<file path="src/rtl/az_sequencer_pkg.sv">
// Shared definitions for the auto-zero sequencer: vector layout, mux codes,
// state encoding and the conditioning-vector builder.
package az_sequencer_pkg;

  localparam int COND_W     = 14;
  localparam int DEF_CNT_W  = 32;

  localparam int AZMUX_LSB  = 0;
  localparam int HIMUX_LSB  = 4;
  localparam int HIMUX2_LSB = 8;
  localparam int PC_BIT     = 12;
  localparam int LED_BIT    = 13;

  localparam logic [3:0] SOFF = 4'b0000;

  typedef enum logic [2:0] {
    ST_IDLE,
    ST_ZERO_SETTLE,
    ST_ZERO,
    ST_SIG_PC,
    ST_SIG
  } state_t;

  // Conditioning vector driven while sitting in state st.
  function automatic logic [COND_W-1:0] build_cond(
    input state_t     st,
    input logic [3:0] az_zero,
    input logic [3:0] az_sig,
    input logic [3:0] hi,
    input logic [3:0] hi2,
    input logic       led
  );
    logic [COND_W-1:0] v;
    v = '0;
    if (st != ST_IDLE) begin
      v[AZMUX_LSB +: 4]  = (st == ST_ZERO_SETTLE || st == ST_ZERO) ? az_zero : az_sig;
      v[HIMUX_LSB +: 4]  = hi;
      v[HIMUX2_LSB +: 4] = hi2;
      v[PC_BIT]          = (st == ST_SIG);
      v[LED_BIT]         = led;
    end else begin
      v[AZMUX_LSB +: 4]  = SOFF;
    end
    return v;
  endfunction

endpackage

</file>
<file path="src/rtl/az_sequencer_phase_timer.sv">
// Per-phase down-counter: loaded on phase entry, done flags the final clock.
// A zero length loads as a one-clock phase; the count holds at zero.
module az_sequencer_phase_timer #(
  parameter int CNT_W = 32
) (
  input  logic             clk,
  input  logic             reset,
  input  logic             load,
  input  logic [CNT_W-1:0] len,
  output logic             done
);

  logic [CNT_W-1:0] cnt;

  // NOTE: sequential state uses non-blocking assignments so every register
  // samples pre-edge values, independent of block ordering.
  always_ff @(posedge clk or posedge reset) begin
    if (reset) begin
      cnt <= '0;
    end else if (load) begin
      cnt <= (len == '0) ? '0 : len - CNT_W'(1);
    end else if (!done) begin
      cnt <= cnt - CNT_W'(1);
    end
  end

  assign done = (cnt == '0);

endmodule

</file>
<file path="src/rtl/az_sequencer.sv">
// Auto-zero modulation sequencer: cycles zero/signal apertures with settle and
// precharge gaps, pulses sample_valid per aperture and interrupts per signal.
module az_sequencer
  import az_sequencer_pkg::*;
#(
  parameter int CNT_W = DEF_CNT_W
) (
  input  logic              clk,
  input  logic              reset,
  input  logic              enable,
  input  logic [3:0]        azmux_zero,
  input  logic [3:0]        azmux_sig,
  input  logic [3:0]        himux,
  input  logic [3:0]        himux2,
  input  logic [CNT_W-1:0]  settle_cnt,
  input  logic [CNT_W-1:0]  precharge_cnt,
  input  logic [CNT_W-1:0]  aperture_cnt,
  input  logic              int_ack,
  output logic [COND_W-1:0] conditioning_out,
  output logic              sample_valid,
  output logic              sample_phase,
  output logic              interrupt_out,
  output logic              overrun
);

  state_t           state, next_state;
  logic             load, done;
  logic [CNT_W-1:0] len;
  logic             led, led_next;
  logic             start, end_zero, end_sig;

  az_sequencer_phase_timer #(.CNT_W(CNT_W)) u_phase_timer (
    .clk   (clk),
    .reset (reset),
    .load  (load),
    .len   (len),
    .done  (done)
  );

  // NOTE: every always_comb output gets a default first so no path leaves
  // it unassigned, which would otherwise infer a latch.
  always_comb begin
    next_state = state;
    load       = 1'b0;
    len        = settle_cnt;
    if (!enable) begin
      next_state = ST_IDLE;
    end else begin
      case (state)
        ST_IDLE: begin
          next_state = ST_ZERO_SETTLE;
          load       = 1'b1;
          len        = settle_cnt;
        end
        ST_ZERO_SETTLE: if (done) begin
          next_state = ST_ZERO;
          load       = 1'b1;
          len        = aperture_cnt;
        end
        ST_ZERO: if (done) begin
          next_state = ST_SIG_PC;
          load       = 1'b1;
          len        = precharge_cnt;
        end
        ST_SIG_PC: if (done) begin
          next_state = ST_SIG;
          load       = 1'b1;
          len        = aperture_cnt;
        end
        ST_SIG: if (done) begin
          next_state = ST_ZERO_SETTLE;
          load       = 1'b1;
          len        = settle_cnt;
        end
        default: next_state = ST_IDLE;
      endcase
    end
  end

  // Phase-end events are suppressed when enable drops on the same clock.
  assign start    = enable && (state == ST_IDLE);
  assign end_zero = enable && (state == ST_ZERO) && done;
  assign end_sig  = enable && (state == ST_SIG) && done;
  assign led_next = (next_state == ST_IDLE) ? 1'b0 : (led ^ end_sig);

  always_ff @(posedge clk or posedge reset) begin
    if (reset) begin
      state            <= ST_IDLE;
      led              <= 1'b0;
      conditioning_out <= '0;
      sample_valid     <= 1'b0;
      sample_phase     <= 1'b0;
      interrupt_out    <= 1'b0;
      overrun          <= 1'b0;
    end else begin
      state            <= next_state;
      led              <= led_next;
      conditioning_out <= build_cond(next_state, azmux_zero, azmux_sig,
                                     himux, himux2, led_next);
      sample_valid     <= end_zero || end_sig;
      if (end_zero || end_sig) sample_phase <= end_sig;

      // A new interrupt beats a simultaneous ack.
      if (end_sig) begin
        interrupt_out <= 1'b1;
        if (interrupt_out && !int_ack) overrun <= 1'b1;
      end else if (int_ack) begin
        interrupt_out <= 1'b0;
      end
      if (start) overrun <= 1'b0;
    end
  end

endmodule

</file>
<file path="config.mk">
export PLATFORM = sky130hd
export DESIGN_NAME = az_sequencer
export DESIGN_NICKNAME = d
export VERILOG_FILES = /design/src/rtl/az_sequencer_pkg.sv /design/src/rtl/az_sequencer_phase_timer.sv /design/src/rtl/az_sequencer.sv
export SDC_FILE = /design/constraint.sdc
export NUM_CORES = 1
export LEC_CHECK = 0
export BUFFER_PORTS_ARGS = -buffer_cell sky130_fd_sc_hd__buf_2
export CAP_MARGIN = 20
export CORE_ASPECT_RATIO = 0.9
export CORE_MARGIN = 5
export CORE_UTILIZATION = 35
export CTS_BUF_LIST = sky130_fd_sc_hd__clkbuf_4
export DETAILED_ROUTE_END_ITERATION = 10
export GPL_TIMING_DRIVEN = 0
export HOLD_SLACK_MARGIN = 0.1
export PLACE_DENSITY = 0.68
export SLEW_MARGIN = 20
export SYNTH_ARGS = -nofsm -noshare
export SYNTH_HDL_FRONTEND = slang
export SYNTH_HIERARCHICAL = 1
export SYNTH_SLANG_ARGS = --single-unit
</file>
<file path="constraint.sdc">
create_clock -name clk -period 13.4 [get_ports clk]
set_input_delay 1.34 -clock clk [delete_from_list [all_inputs] [get_ports clk]]
set_output_delay 1.34 -clock clk [all_outputs]
set_load 0.05 [all_outputs]
</file>
==> results.json <==
{
  "status": "completed",
  "yosysMostFrequentCell": "dfrtp_1",
  "synth.area.top_cells": "dfrtp_1, a221o_1, xnor2_1",
  "cp-end-kind": "flop",
  "hp-class": "flop to flop",
  "fin_ws_ns": 7.17,
  "dp_slack_ns": 7.27,
  "drive_above_1_share_pct": 27.3,
  "routed.top_layer": "met4",
  "ff2ff_path_depth": 15,
  "globalplace.congestion": 0.914,
  "finish.net_count": 733,
  "finish.utilization_pct": 43.8,
  "period_share_pct": 46.5,
  "gr-total-overflow": 0,
  "dr_total_vias": 4231,
  "grt_start_max_net_pins": 33,
  "io_pins": 134,
  "coreArea_um2": 11500,
  "wl_met1_mm": 5.69,
  "firstDrtPassIters": 5,
  "drc_errors": 0,
  "antenna_found_initial": 0,
  "cp_max_fo": 18,
  "synth_ff_type": "dfrtp_1",
  "cts_buffers": 5,
  "rsz0062_at_grt": "no",
  "area_delta_synth_final_pct": 22.4,
  "power_density_nw_per_um2": 82.2,
  "root_buffer": "clkbuf_4",
  "rows": 37,
  "synth_edf_count": 0,
  "critPathLaunchType": "flop",
  "required_ns": 13.70,
  "die_area_um2": 14000,
  "peakVddDrop_mv": 0.0353,
  "dp_hpwl_mm": 10.1,
  "netlist.area_leader.share_pct": 32.3,
  "die_h_um": 113,
  "grt_use_total_pct": 18.2,
  "synthTopCellsByCount": "dfrtp_1, nor2_1, and2_1",
  "antenna_cells": 0,
  "drv_cap": 0,
  "p_leak_nw": 2.23,
  "via_per_inst": 5.49,
  "post_cts_buffers": 0,
  "setup_viol": 0,
  "htreeDepth": 2,
  "cts_sinks": 53,
  "post-route-min-period_ns": 6.23,
  "cts_hold_buf": 0,
  "yosys.area.top_type": "dfrtp_1",
  "ys_warn_count": 6,
  "final-hold-violation-count": 0,
  "syn_avg_cell_area_um2": 8.65,
  "tritoncts": "yes",
  "maxSlewViolCount": 0,
  "syn-instance-count": 475,
  "clk_latency_ns": 0.39,
  "synth_seq_cells": 53,
  "synth.distinct_cells": 56,
  "timing.hold.ws_ns": 0.558,
  "synthesis.area_um2": 4110,
  "port-buffer-count": 132,
  "skew_ns": 0.0318,
  "drt-total-wl_mm": 12.7,
  "path_class": "flop to flop",
  "grt_pass1_wl_mm": 20.8,
  "dr.first_iter.drc_count": 244,
  "cts_resized": 0,
  "r2r_setup_slack_ns": 7.17,
  "clock_path_buffers": 2,
  "wl_met2_mm": 6.12,
  "antenna_left": 0,
  "wl_met3_um": 688,
  "worstPathArrival_ns": 6.53,
  "path_clk_slew_ns": 0.17,
  "synth_nets": 594,
  "ys_async_sr_fraction_pct": 100,
  "hold_depth": 2,
  "synth-seq-area-share_pct": 32.3,
  "wl_per_cell_um": 16.5,
  "die_w_um": 124,
  "grt_pass1_vias": 4202,
  "tightest_slew_ns": 1.12,
  "initial_core_util_pct": 35.8,
  "relSlewSlack_pct": 24.2,
  "max_freq_mhz": 160,
  "setup_tns_ns": 0
}
power by group:
part	switching (W)	total (W)	internal (W)
Clock	0.0000546	0.0000761	0.0000215
Combinational	0.0000695	0.000129	0.0000590
Sequential	0.0000263	0.000209	0.000182
metal layers:
metal	vias to the layer above	GRT usage [%]
met2	157	29.7
met4	0	5.04
met1	1999	25.7
met3	20	1.85
li1	2055	-
met5	-	0
flip-flops by register name (all words and copies together) (netlist names):
signal             count
conditioning_out      14
interrupt_out          1
overrun                1
sample_phase           1
sample_valid           1
state                  3
u_phase_timer/cnt     32
layout by cell type (no fill, tap or decap), types with 3 or more instances in the layout:
master | synthesis | final
ha_1 | 3 | 3
a2bb2oi_1 | 10 | 10
xor2_1 | 19 | 19
clkbuf_4 | 0 | 5
buf_4 | 3 | 3
a21oi_1 | 27 | 27
nand3_1 | 11 | 11
nor2_1 | 51 | 51
nor3_1 | 29 | 29
xnor2_1 | 29 | 29
nand4_1 | 6 | 6
and2_1 | 33 | 33
o21ai_0 | 9 | 9
nor4_1 | 18 | 18
mux2i_1 | 4 | 4
inv_1 | 13 | 12
buf_6 | 7 | 7
nand2_1 | 18 | 18
a211oi_1 | 8 | 8
buf_2 | 5 | 137
nand2b_1 | 5 | 5
a221o_1 | 32 | 32
dfrtp_1 | 53 | 53
or3_1 | 11 | 11
and3_1 | 10 | 10
or2_2 | 4 | 4
or4_1 | 11 | 11
clkbuf_1 | 10 | 10
stage by stage:
stage / area (um2) / std cells / power (W)
final: 5030 / 771 / 0.000413
after global routing: 5030 / 771 / 0.000440
after CTS: 5030 / 771 / 0.000413
after detailed placement: 4960 / 763 / 0.000337
after global placement: 4960 / 763 / 0.000332
after floorplan: 4110 / 475 / 0.000293
critical path, cell delays in order (launching register included):
cell and delay (ns):
dfrtp_1 0.44, inv_1 0.13, ha_1 0.16, or4b_1 0.44, or4_4 0.54, nor4_4 0.83
nor2b_4 0.35, nand3b_4 0.16, buf_6 0.18, a221o_1 0.44, or4_1 0.57, or4_1 0.49
clkbuf_1 0.18, o41ai_2 0.91, o22a_1 0.28, nor2_1 0.04
kinds of logic (layout without fill, tap and decap cells):
group / after synthesis / in the layout / synth area share [%]
simple gates: 225 / 225 / 31.1
compound gates: 103 / 103 / 19.2
flops: 53 / 53 / 32.3
xor+xnor: 48 / 48 / 10.2
buf+inv: 39 / 179 / 5.30
mux: 4 / 4 / 0.975
fa+ha+maj: 3 / 3 / 0.914
path summary, 6_finish.rpt:
check	from	endpoint
min	sample_phase	sample_phase
min in group asynchronous	reset	u_phase_timer/cnt[31]
max reg2reg	u_phase_timer/cnt[0]	u_phase_timer/cnt[23]
max in group asynchronous	reset	interrupt_out
min reg2reg	sample_phase	sample_phase
max	u_phase_timer/cnt[0]	u_phase_timer/cnt[23]
layout make-up:
class                      instances  area, um2
timing repair buffer             132        661
clock inverter                     3       25.0
sequential                        53       1330
inverter                          13       48.8
buffer                            26        169
tap                              156        195
clock buffer                       5       37.5
fill                            1158       6450
multi-input combinational        383       2560
Power figures use the tool's default switching activity.
